**src/rtl/ps2_key_event_sequencer_if.sv**
```systemverilog
// Byte-in / event-out bundle for the PS/2 keystroke sequencer.
// The sequencer side uses the master modport and the consumer side uses the slave modport.
interface ps2_key_event_sequencer_if #(
  parameter int FIFO_DEPTH = 4
);
  logic [7:0]                  rx_data;
  logic                        rx_en;
  logic                        evt_ready;
  logic                        evt_valid;
  logic [7:0]                  evt_code;
  logic                        evt_ext;
  logic                        advance;
  logic                        busy;
  logic [$clog2(FIFO_DEPTH):0] fifo_count;
  logic                        overflow;
  logic [7:0]                  last_code;

  modport master (
    input  rx_data, rx_en, evt_ready,
    output evt_valid, evt_code, evt_ext, advance, busy, fifo_count, overflow, last_code
  );

  modport slave (
    output rx_data, rx_en, evt_ready,
    input  evt_valid, evt_code, evt_ext, advance, busy, fifo_count, overflow, last_code
  );
endinterface

```
**src/rtl/ps2_key_event_sequencer.sv**
```systemverilog
// Turns the PS/2 scan-code byte stream into one buffered event per keystroke.
// It also emits a rotor-advance pulse for each event that is accepted into the FIFO.
module ps2_key_event_sequencer #(
  parameter int FIFO_DEPTH     = 4,
  parameter int HOLDOFF_CYCLES = 5000,
  parameter int CNT_W          = 13
) (
  input  logic CLOCK_50,
  input  logic reset,
  ps2_key_event_sequencer_if.master bus
);
  localparam int AW = $clog2(FIFO_DEPTH);
  localparam int CW = AW + 1;
  localparam logic [7:0]       CODE_EXT  = 8'hE0;
  localparam logic [7:0]       CODE_BRK  = 8'hF0;
  localparam logic [CNT_W-1:0] HOLD_LAST = CNT_W'(HOLDOFF_CYCLES - 1);

  typedef enum logic [2:0] {
    S_IDLE    = 3'd0,
    S_MAKE    = 3'd1,
    S_BREAK   = 3'd2,
    S_HOLDOFF = 3'd3,
    S_SKIP    = 3'd4
  } state_t;

  state_t           state, state_next;
  logic [7:0]       held, held_next;
  logic             held_ext, held_ext_next;
  logic             pend_ext, pend_ext_next;
  logic             brk_ext, brk_ext_next;
  logic [CNT_W-1:0] cnt, cnt_next;
  logic             commit;

  logic [8:0]       mem [FIFO_DEPTH];
  logic [AW-1:0]    wr_ptr, rd_ptr;
  logic [CW-1:0]    count;
  logic             full, push, pop;
  logic             overflow_r, advance_r;
  logic [7:0]       last_code_r;

  always_ff @(posedge CLOCK_50) begin
    if (reset) begin
      state    <= S_IDLE;
      held     <= '0;
      held_ext <= 1'b0;
      pend_ext <= 1'b0;
      brk_ext  <= 1'b0;
      cnt      <= '0;
    end else begin
      state    <= state_next;
      held     <= held_next;
      held_ext <= held_ext_next;
      pend_ext <= pend_ext_next;
      brk_ext  <= brk_ext_next;
      cnt      <= cnt_next;
    end
  end

  always_comb begin
    state_next    = state;
    held_next     = held;
    held_ext_next = held_ext;
    pend_ext_next = pend_ext;
    brk_ext_next  = brk_ext;
    cnt_next      = cnt;
    commit        = 1'b0;
    case (state)
      S_IDLE: begin
        if (bus.rx_en) begin
          if (bus.rx_data == CODE_EXT) begin
            pend_ext_next = 1'b1;
          end else if (bus.rx_data == CODE_BRK) begin
            state_next = S_SKIP;
          end else begin
            held_next     = bus.rx_data;
            held_ext_next = pend_ext;
            pend_ext_next = 1'b0;
            state_next    = S_MAKE;
          end
        end
      end
      // Repeats of the held code are typematic; other new keys are ignored because there is no rollover support.
      S_MAKE: begin
        if (bus.rx_en && bus.rx_data != held) begin
          if (bus.rx_data == CODE_EXT) begin
            brk_ext_next = 1'b1;
          end else if (bus.rx_data == CODE_BRK) begin
            state_next = S_BREAK;
          end
        end
      end
      S_BREAK: begin
        if (bus.rx_en && bus.rx_data != CODE_EXT) begin
          if (bus.rx_data == held && brk_ext == held_ext) begin
            commit       = 1'b1;
            brk_ext_next = 1'b0;
            cnt_next     = '0;
            state_next   = S_HOLDOFF;
          end else begin
            brk_ext_next = 1'b0;
            state_next   = S_MAKE;
          end
        end
      end
      S_HOLDOFF: begin
        if (cnt == HOLD_LAST) begin
          state_next = S_IDLE;
        end else begin
          cnt_next = cnt + CNT_W'(1);
        end
      end
      S_SKIP: begin
        if (bus.rx_en && bus.rx_data != CODE_EXT) begin
          pend_ext_next = 1'b0;
          state_next    = S_IDLE;
        end
      end
      default: state_next = S_IDLE;
    endcase
  end

  // A commit that meets a full FIFO still gets in when the head is popped in the same cycle.
  assign full = (count == CW'(FIFO_DEPTH));
  assign pop  = (count != '0) && bus.evt_ready;
  assign push = commit && (!full || pop);

  always_ff @(posedge CLOCK_50) begin
    if (push) begin
      mem[wr_ptr] <= {held_ext, held};
    end
  end

  always_ff @(posedge CLOCK_50) begin
    if (reset) begin
      wr_ptr      <= '0;
      rd_ptr      <= '0;
      count       <= '0;
      overflow_r  <= 1'b0;
      advance_r   <= 1'b0;
      last_code_r <= '0;
    end else begin
      if (push) begin
        wr_ptr      <= wr_ptr + AW'(1);
        last_code_r <= held;
      end
      if (pop) begin
        rd_ptr <= rd_ptr + AW'(1);
      end
      if (commit && !push) begin
        overflow_r <= 1'b1;
      end
      count     <= count + CW'(push) - CW'(pop);
      advance_r <= push;
    end
  end

  assign bus.evt_valid  = (count != '0);
  assign bus.evt_code   = bus.evt_valid ? mem[rd_ptr][7:0] : 8'h00;
  assign bus.evt_ext    = bus.evt_valid ? mem[rd_ptr][8] : 1'b0;
  assign bus.advance    = advance_r;
  assign bus.busy       = (state == S_HOLDOFF);
  assign bus.fifo_count = count;
  assign bus.overflow   = overflow_r;
  assign bus.last_code  = last_code_r;
endmodule

```
**src/flat_wrapper.sv**
```systemverilog
// flat-port wrapper written by rule: the top's interface ports become plain ports
module ps2_key_event_sequencer_flat 
#(
  parameter int FIFO_DEPTH     = 4,
  parameter int HOLDOFF_CYCLES = 5000,
  parameter int CNT_W          = 13
)
  (CLOCK_50, reset, bus_rx_data, bus_rx_en, bus_evt_ready, bus_evt_valid, bus_evt_code, bus_evt_ext, bus_advance, bus_busy, bus_fifo_count, bus_overflow, bus_last_code);
  ps2_key_event_sequencer_if #(.FIFO_DEPTH(FIFO_DEPTH)) bus_i ();
  input  logic CLOCK_50;
  input  logic reset;
  input wire logic [$bits(bus_i.rx_data)-1:0] bus_rx_data;
  input wire logic [$bits(bus_i.rx_en)-1:0] bus_rx_en;
  input wire logic [$bits(bus_i.evt_ready)-1:0] bus_evt_ready;
  output wire logic [$bits(bus_i.evt_valid)-1:0] bus_evt_valid;
  output wire logic [$bits(bus_i.evt_code)-1:0] bus_evt_code;
  output wire logic [$bits(bus_i.evt_ext)-1:0] bus_evt_ext;
  output wire logic [$bits(bus_i.advance)-1:0] bus_advance;
  output wire logic [$bits(bus_i.busy)-1:0] bus_busy;
  output wire logic [$bits(bus_i.fifo_count)-1:0] bus_fifo_count;
  output wire logic [$bits(bus_i.overflow)-1:0] bus_overflow;
  output wire logic [$bits(bus_i.last_code)-1:0] bus_last_code;
  assign bus_i.rx_data = bus_rx_data;
  assign bus_i.rx_en = bus_rx_en;
  assign bus_i.evt_ready = bus_evt_ready;
  assign bus_evt_valid = bus_i.evt_valid;
  assign bus_evt_code = bus_i.evt_code;
  assign bus_evt_ext = bus_i.evt_ext;
  assign bus_advance = bus_i.advance;
  assign bus_busy = bus_i.busy;
  assign bus_fifo_count = bus_i.fifo_count;
  assign bus_overflow = bus_i.overflow;
  assign bus_last_code = bus_i.last_code;
  ps2_key_event_sequencer #(.FIFO_DEPTH(FIFO_DEPTH), .HOLDOFF_CYCLES(HOLDOFF_CYCLES), .CNT_W(CNT_W)) u_core (.CLOCK_50(CLOCK_50), .reset(reset), .bus(bus_i));
endmodule
```
**config.mk**
```make
export PLATFORM = sky130hd
export DESIGN_NAME = ps2_key_event_sequencer_flat
export DESIGN_NICKNAME = d
export VERILOG_FILES = /design/src/rtl/ps2_key_event_sequencer_if.sv /design/src/rtl/ps2_key_event_sequencer.sv /design/src/flat_wrapper.sv
export SDC_FILE = /design/constraint.sdc
export NUM_CORES = 1
export LEC_CHECK = 0
export CAP_MARGIN = 20
export CORE_ASPECT_RATIO = 0.7
export CORE_MARGIN = 4
export CORE_UTILIZATION = 35
export CTS_BUF_LIST = sky130_fd_sc_hd__clkbuf_4 sky130_fd_sc_hd__clkbuf_8
export CTS_CLUSTER_DIAMETER = 80
export DETAILED_ROUTE_END_ITERATION = 8
export GPL_TIMING_DRIVEN = 0
export PLACE_DENSITY_LB_ADDON = 0.08
export RECOVER_POWER = 50
export SETUP_SLACK_MARGIN = 0.05
export SYNTH_ARGS = -nofsm -noshare
export SYNTH_HDL_FRONTEND = slang
export SYNTH_SLANG_ARGS = --single-unit
```
**constraint.sdc**
```tcl
create_clock -name CLOCK_50 -period 4.2 [get_ports CLOCK_50]
set_clock_uncertainty 0.15 [all_clocks]
set_input_delay 0.84 -clock CLOCK_50 [delete_from_list [all_inputs] [get_ports CLOCK_50]]
set_output_delay 0.84 -clock CLOCK_50 [all_outputs]
set_load 0.02 [all_outputs]
```
==> results list, run 1 <==
- Area of all sequential standard cells: around 2000 um^2
- The synthesized netlist contains 50 unique library cells.
- Wire length of the first global-routing pass: 13170 um
- Io pins: 36
* Total placed instance area: 4121 um^2
* Multi-input combinational cell area: 1510 um^2
- The number of hold buffers added after CTS was 0.
- Power Internal: about 1.6 mW
* Clock power frac: 27.3%
* Number of setup violations in the final report: 0
* Clock buffer depth: 2
* Transition time of the tightest slew-check pin: approximately 1000 ps
* Minimum clock period after layout: 3764 ps
* DR vias: 2455
- Number of antenna violations at the first check in global routing: 0
- Sequential power share: 42.0%
* Final cycle utilization of the critical path: about nine tenths
- Hold Fails Final Rpt: 0
- In this run the clock root is driven by a sky130_fd_sc_hd__clkbuf_8.
- Switching power share of the total: 30.71%
* Horizontal die dimension: around 130 um
- First-pass detailed-route iteration total: 4
- Die Footprint: ~12000 um^2
- Hold Startpoint: u_core.bus.overflow
* Cell with the biggest individual delay on the critical path: sky130_fd_sc_hd__dlygate4sd3_1
* Global Route met1 Usage: 20.83%
* Top cell family by delay on the critical path: simple AND/OR/NAND/NOR gates
- Routing layer with the top usage in global route: met1
- The largest single stage delay on the critical path is between 600 and 700 ps.
- Summing the areas of all and, or, nand and nor instances in the mapped netlist gives 16.52% of the synthesized area.
- Setup_tns: 0 ps
* Standard cell core area: 9872 um^2
* Adder and majority cell fraction of the synthesized area: 2.972%
* Source of the critical timing path: bus_rx_data[5]
* Sequence of cells on the critical path: dlygate4sd3_1 > xor2_1 > nor4_2 > and2_1 > nand4b_1 > nor2_1 > ha_1 > inv_1 > fa_1 > xor2_1 > xnor2_1 > nor2_1
* Hpwl dp: ~5800 um
- Yosys warns: 0
- P per Cell Area: 521.5 nW/um^2
- In this run the post-CTS setup repair buffer count came out at 0.
- TritonCTS built the clock tree.
- The synthesized design contains 82 register bits.
* Max-slew violation total from the final report: 0
- Antenna cell count: 0
* Clock Pin Slew Worst Setup and Hold Paths: 70 ps
* Total non-filler cell area in the finished layout: between 4000 and 5000 um^2
- Filler cells: 928
- WP data arrival: about 3800 ps
- Setup repair after global routing left no endpoint under its margin.
* Top fanout value on the critical path: 5
* GR Util met2: 20.63%
- Mapped Avg Cell Area: about 12 um^2
- Across the run, the number of max-cap violations was 0.
- Switching component of the power: 0.6922 mW
* Share of power burned in combinational logic: between 30% and 40%
- Initial core utilization: approximately 37%
- Clock sink total: 82
- For this run, asynchronously set or reset flops after synthesis account for 0%.
- Of the post-synthesis cell area, the part taken by muxes is 11.40%.
* FMAX: 265.6 MHz
* Number of clock buffers inserted by TritonCTS: 9
* Tightest slew margin relative to the limit: 32.34%
- In this run, synthesis inferred 36 flip-flops with an integrated enable.
* Dominant cell by count in the synthesized netlist: sky130_fd_sc_hd__dfxtp_1
* Latest clock arrival within the worst-skew pair: 350 ps
* Chip Height: 93.10 um
- For this run, the leading register cell type out of synthesis is sky130_fd_sc_hd__dfxtp_1.
* Net total in the final layout: approximately 370
- Post-synth net total: around 330
- Count of mapped cells out of synthesis: about 300
* Endpoint class of the critical path: register
- Port buffer count: 34
- Compared with the post-synthesis result, the final layout area differs by 19.39%.
- Using the TritonRoute via totals, the vias-per-cell ratio works out to 5.041.
* Share of the synthesized area in the top cell type: ~30%
- The flow ran to the end, and the final reports show no timing, DRC or antenna violations.
- For this block, the initial DRC count from the detailed router was 148.
* Largest family of logic cells by synthesized area: simple AND/OR/NAND/NOR gates
- Area contributors post-synth: sky130_fd_sc_hd__edfxtp_1, sky130_fd_sc_hd__dfxtp_1, sky130_fd_sc_hd__mux2i_1, sky130_fd_sc_hd__mux4_2, sky130_fd_sc_hd__nor2_1
- Share of final-layout standard cells stronger than drive strength 1: ~8%
- DRC violation count after routing: 0
* Startpoint type of the worst setup path: primary input
- The critical path in this run is classified as in2reg.
* Share of synthesized area occupied by flip-flops and latches: 55.29%
- Dividing the detail-routed wire length by the instance count gives 16.65 um.
- In this run the critical register-to-register path is launched from u_core.held[4].
- Number of H-tree branching levels: 3
* Last weighted congestion value of the routability-driven placer: 0.8163
* Post-synthesis xor/xnor area fraction: 4.838%
* Number of nets still failing antenna checks after routing: 0
- Cell type with the highest aggregate area in the netlist: sky130_fd_sc_hd__edfxtp_1
* Fraction of the mapped netlist area in compound gates: ~6.1%
- Combined area of all synthesized cells: 3621 um^2
- Total global-route track usage: between 10 and 15%
- After global routing the overflow that remains totals 0.
* Crit path buf inv count: 2
* Leakage power figure: 1.574 nW
- Num rows: 30
- CP required: 4270 ps
* Maximum number of pins on one net before global-route repair: 14
- Most numerous cell types in the synthesized netlist: sky130_fd_sc_hd__dfxtp_1, sky130_fd_sc_hd__nor2_1, sky130_fd_sc_hd__edfxtp_1, sky130_fd_sc_hd__mux2i_1, sky130_fd_sc_hd__xor2_1
- For met3 alone, demand over resource in global routing was between 3 and 4%.
- For this block, the routed nets add up to a little over 8000 um of wire.
- The tightest min-delay check is of the reg2reg type.
- Worst ir drop on vdd: 0.3679 mV
* Vias in the first global route: roughly 2500
- Hold is met by 326.6 ps.
==> per-layer routing <==
metal  part of all wire (%)  routed length [um]
met3                    4.1                 329
met4                    1.4                 115
met5                      0                   0
met2                     43                3460
met1                     52                4201
==> cell families (layout without fill, tap and decap cells) <==
family                     after synthesis  count (layout)
adders and majority gates                8               8
xor gates and xnor gates                20              20
muxes                                   30              30
DFF                                     82              82
AOI/OAI and AO/OA                       35              35
buffers and inverters                   22              72
and+or+nand+nor                        112             112
==> cell usage in the layout, fill, tap and decap left out, types with 3 or more instances in the layout <==
cell / instances
sky130_fd_sc_hd__mux4_2: 9
sky130_fd_sc_hd__nor4b_1: 4
sky130_fd_sc_hd__mux2i_1: 21
sky130_fd_sc_hd__a21oi_1: 11
sky130_fd_sc_hd__xnor2_1: 3
sky130_fd_sc_hd__inv_1: 7
sky130_fd_sc_hd__ha_1: 7
sky130_fd_sc_hd__clkbuf_8: 9
sky130_fd_sc_hd__dlygate4sd3_1: 15
sky130_fd_sc_hd__clkbuf_1: 11
sky130_fd_sc_hd__nand3_1: 4
sky130_fd_sc_hd__o21ai_0: 8
sky130_fd_sc_hd__clkdlybuf4s50_1: 19
sky130_fd_sc_hd__dfxtp_1: 46
sky130_fd_sc_hd__and3_1: 3
sky130_fd_sc_hd__xor2_1: 17
sky130_fd_sc_hd__edfxtp_1: 36
sky130_fd_sc_hd__nor3_1: 5
sky130_fd_sc_hd__nand4b_1: 3
sky130_fd_sc_hd__nor2_1: 47
sky130_fd_sc_hd__and2_1: 16
sky130_fd_sc_hd__and4_1: 3
sky130_fd_sc_hd__nand2_1: 10
==> state kept, by name (all words and copies together) (netlist names), named ones only <==
| signal | count |
|---|---|
| u_core.brk_ext | 1 |
| u_core.held | 8 |
| u_core.rd_ptr | 2 |
| u_core.pend_ext | 1 |
| u_core.wr_ptr | 2 |
| u_core.bus.fifo_count | 3 |
| u_core.bus.advance | 1 |
| u_core.mem | 36 |
| u_core.bus.last_code | 8 |
| u_core.held_ext | 1 |
| u_core.cnt | 13 |
| u_core.bus.overflow | 1 |
| u_core.state | 3 |
==> worst paths after layout <==
path | end | slack (ps) | depth (start not counted)
setup / recovery | u_core.bus.fifo_count[2] | 440 | 12
hold / removal | u_core.bus.overflow | 330 | 2
hold reg to reg | u_core.bus.overflow | 330 | 2
setup reg to reg | u_core.bus.fifo_count[2] | 1070 | 11
==> final cells by class <==
cell class,instances,share of cell area [%]
flip-flops and latches,82,46.31
multi-input cells,205,34.93
repair buffers,34,7.873
well taps,128,3.705
clock buffers,10,3.039
clock inverters,6,1.881
plain buffers,15,1.650
inverters,7,0.6078
==> per-stage QoR <==
step / worst slack (ps) / instances / total power [mW] / utilization, %
floorplan: 1092 / 309 / 1.416 / -
global placement: 25.22 / 471 / 1.671 / 41.75
detailed placement: 11.32 / 471 / 1.673 / 41.75
CTS: 398.1 / 487 / 2.296 / 43.90
global route: 171.8 / 487 / 2.399 / 43.79
finish: 435.5 / 487 / 2.254 / 43.79
==> power by group through the flow <==
stage	clock [mW]	combinational, mW	sequential, mW
floorplan	0	0.450	0.966
global placement	0	0.704	0.967
detailed placement	0	0.706	0.967
CTS	0.636	0.711	0.949
global route	0.675	0.767	0.957
finish	0.616	0.691	0.947
==> worst register-to-register path, delay by kind of cell, from the launching register on <==
family / cells / cell delay (ps)
XOR/XNOR: 3 / 430
adder cells (fa/ha/maj): 2 / 570
buffers and inverters: 1 / 50
flip-flops: 1 / 520
AND/OR/NAND/NOR: 5 / 1280
==> timing repair <==
action,CTS,global route
resized for setup,0,1
endpoints found under the setup margin,0,1
hold endpoints to repair,0,0
No activity file was read; power rests on OpenSTA's default activity.
==> run 2: changes to the inputs <==
clock period = 4 ns   (was 4.2 ns; I/O delays follow)
==> results list, run 2 (same netlist as run 1, synthesis figures left out) <==
- Outcome: finished, final reports clean (unchanged)
* Share of final-layout standard cells stronger than drive strength 1: 8.357% (was 8.078%)
- The worst hold margin is 326.6 ps (unchanged).
- Hpwl dp: 5802 um (unchanged)
- The kind of capture point of the worst setup path is a register (unchanged).
* RSZ-0062 raised after global routing: false (unchanged)
- GR Util met2: 20.63% (unchanged)
* Max-slew violation total from the final report: 0 (unchanged)
* Worst setup endpoint: u_core.bus.fifo_count[2] (unchanged)
- Hold Fails Final Rpt: 0 (unchanged)
- The setup violation total in the final timing report is 0 (unchanged).
- Final cell count without fillers: 487 (unchanged)
* Setup_tns: 0 ps (unchanged)
* CTS Root Buffer Type: sky130_fd_sc_hd__clkbuf_8 (unchanged)
- The fraction of met1 tracks used by global routing came to 20.83% (unchanged).
- Die Footprint: 12060 um^2 (unchanged)
* WP data arrival: 3740 ps (was 3830 ps)
- Count of cells along the worst register-to-register path: 11 (unchanged)
* Most frequent CP cell: sky130_fd_sc_hd__xor2_1
- The later-pin clock latency in the skew report came to 350 ps (about the same).
* Tightest slew margin relative to the limit: 32.34% (unchanged)
* Share of power burned in combinational logic: 30.7% (about the same)
- CTS tree: yes (unchanged)
- The portion of total power attributed to sequential cells is 42.0% (about the same).
- Number of antenna violations at the first check in global routing: 0 (unchanged)
- Maximum number of pins on one net before global-route repair: 14 (unchanged)
- Clock sink total: 82 (unchanged)
- Worst slack at placement: -148.7 ps (was 11.32 ps)
* Antenna cell count: 0 (unchanged)
* Net total in the final layout: 374 (unchanged)
- The met3 global-route usage was 3.995% (unchanged).
- The startpoint of the worst-slack reg-to-reg timing path is u_core.held[4] (unchanged).
* Num rows: 30 (unchanged)
- Source of the critical timing path: bus_rx_data[5] (unchanged)
- Total global-route track usage: 14.47% (unchanged)
* Sequence of cells on the critical path: dlygate4sd3_1 > xor2_1 > nor4_2 > and2_1 > nand4b_1 > nor2_2 > ha_1 > inv_1 > fa_1 > xor2_1 > xnor2_1 > nor2_1 (was dlygate4sd3_1 > xor2_1 > nor4_2 > and2_1 > nand4b_1 > nor2_1 > ha_1 > inv_1 > fa_1 > xor2_1 > xnor2_1 > nor2_1)
* Startpoint-to-endpoint class of the critical path: in2reg (unchanged)
* Top flop regs: u_core.mem x36, u_core.cnt x13 (unchanged)
- Power Internal: 1.640 mW (was 1.562 mW)
* Leftover overflow at the end of global routing: 0 (unchanged)
* Hold Startpoint: u_core.bus.overflow (unchanged)
* Horizontal die dimension: 129.6 um (unchanged)
- The count of input and output buffers is 34 (unchanged).
* Wire length of the first global-routing pass: 13170 um (unchanged)
* Clock power frac: 27.3% (about the same)
* Total non-filler cell area in the finished layout: 4325 um^2 (was 4323 um^2)
- Switching power share of the total: 30.72% (was 30.71%)
- The peak supply drop is 0.3874 mV (was 0.3679 mV).
- Reported max-cap violation count: 0 (unchanged)
- The total DRC errors in the routed layout was 0 (unchanged).
- Register with the most flip-flops: u_core.mem (unchanged)
- The routed wire length is 8107 um (unchanged).
- Based on the critical path, the design can be clocked at up to 272.7 MHz.
- Commonest cells after routing, fill and taps aside: sky130_fd_sc_hd__nor2_1, sky130_fd_sc_hd__dfxtp_1, sky130_fd_sc_hd__edfxtp_1 (unchanged)
- Startpoint type of the worst setup path: primary input (unchanged)
* Last weighted congestion value of the routability-driven placer: 0.8163 (unchanged)
* Top fanout value on the critical path: 5 (unchanged)
- Io pins: 36 (unchanged)
- Of the available clock period, the critical path in the final layout requires 91.66%.
- Vias in the first global route: 2462 (unchanged)
* R2R Setup Slk: 930 ps (was 1070 ps)
- First-pass detailed-route iteration total: 4 (unchanged)
- Slowest Stage Delay on Critical Path: 650 ps (about the same)
- The leakage power was 1.573 nW (was 1.574 nW).
* P per Cell Area: 547.3 nW/um^2 (was 521.5 nW/um^2)
- The vertical die dimension came to 93.10 um (unchanged).
* Number of clock buffers inserted by TritonCTS: 9 (unchanged)
- CP required: 4070 ps (was 4270 ps)
* Clock buffer depth: 2 (unchanged)
* Signed area change from the synthesized netlist to the final layout: 19.45% (was 19.39%)
- Switching component of the power: 0.7272 mW (was 0.6922 mW)
- The clock transition time at the flip-flop clock pins of the worst setup and hold paths is 70 ps (about the same).
- The final worst slack was 333.6 ps (was 435.5 ps).
- The detail-routed via count per cell was 5.039 (was 5.041).
* Standard cell core area: 9872 um^2 (unchanged)
* Minimum clock period after layout: 3666 ps
- The number of flip-flops under the largest register name is 36 (unchanged).
* Number of H-tree branching levels: 3 (unchanged)
* Filler cells: 927 (was 928)
- The global-route layer with the greatest usage is met1 (unchanged).
- Transition time of the tightest slew-check pin: 1011 ps (unchanged)
- Total placed instance area: 4121 um^2 (unchanged)
- Routed WL per cell: 16.65 um (unchanged)
- DR vias: 2454 (was 2455)
* Detailed Route Iter0 Violations: 149 (was 148)
* Type of the most critical hold path: reg2reg (unchanged)
- The antenna violation net count after detailed routing came to 0 (unchanged).
* Number of instances in the placed design: 471 (unchanged)
* Cell with the biggest individual delay on the critical path: sky130_fd_sc_hd__dlygate4sd3_1 (unchanged)
- The total power is 2.367 mW (was 2.254 mW).
* Utilization after layout: 43.82% (was 43.79%)
- Initial core utilization: 36.68% (unchanged)
- Destination of the worst register-to-register timing path: u_core.bus.fifo_count[2] (unchanged)
-- run 2: changes by cell type in the layout (fill, tap and decap cells not counted) --
cell	before	now
sky130_fd_sc_hd__nor2_2	0	1
sky130_fd_sc_hd__nor2_1	47	46
-- run 2: worst min path at each step --
stage                          end  cells after the start
6_report       u_core.bus.overflow                      2
3_5_place_dp   u_core.bus.overflow                      2
2_1_floorplan       u_core.cnt[12]                      2
5_1_grt             u_core.cnt[12]                      2
3_3_place_gp   u_core.bus.overflow                      2
4_1_cts        u_core.bus.overflow                      2
-- run 2: layout make-up --
| type | count | area (um^2) | area share [%] |
|---|---|---|---|
| clock inverter | 6 | 81.33 | 1.880 |
| buffer | 15 | 71.32 | 1.649 |
| clock buffer | 10 | 131.4 | 3.037 |
| timing repair buffer | 34 | 340.3 | 7.868 |
| sequential | 82 | 2002 | 46.28 |
| inverter | 7 | 26.28 | 0.6075 |
| tap | 128 | 160.2 | 3.703 |
| multi-input combinational | 205 | 1513 | 34.97 |
-- run 2: routing by layer --
| metal | part of all wire, % | routed length [um] |
|---|---|---|
| met2 | 43 | 3459 |
| met3 | 4.1 | 329 |
| met5 | 0 | 0 |
| met1 | 52 | 4203 |
| met4 | 1.4 | 115 |
-- run 2: worst max-delay path: cells and delay by family --
family	cells	cell delay, ps
buf+inv	2	700
xor+xnor	3	490
fa+ha+maj	2	550
simple gates	5	1200
-- run 2: timing repair --
item,CTS,global route
setup buffers,0,0
endpoints found under the setup margin,0,1
resized for setup,0,2
hold buffers,0,0
-- run 2: power by group through the flow --
stage	clock (mW)	sequential [mW]	combinational, mW
floorplan	0	1.01	0.473
global placement	0	1.02	0.739
detailed placement	0	1.02	0.741
CTS	0.668	0.996	0.747
global route	0.709	1.00	0.805
finish	0.647	0.995	0.726
==> run 3: changes to the inputs <==
SKIP_CTS_REPAIR_TIMING = 1   (was not set)
==> results of run 3 <==
The final DEF is identical to that of run 2; final timing and power are the same.
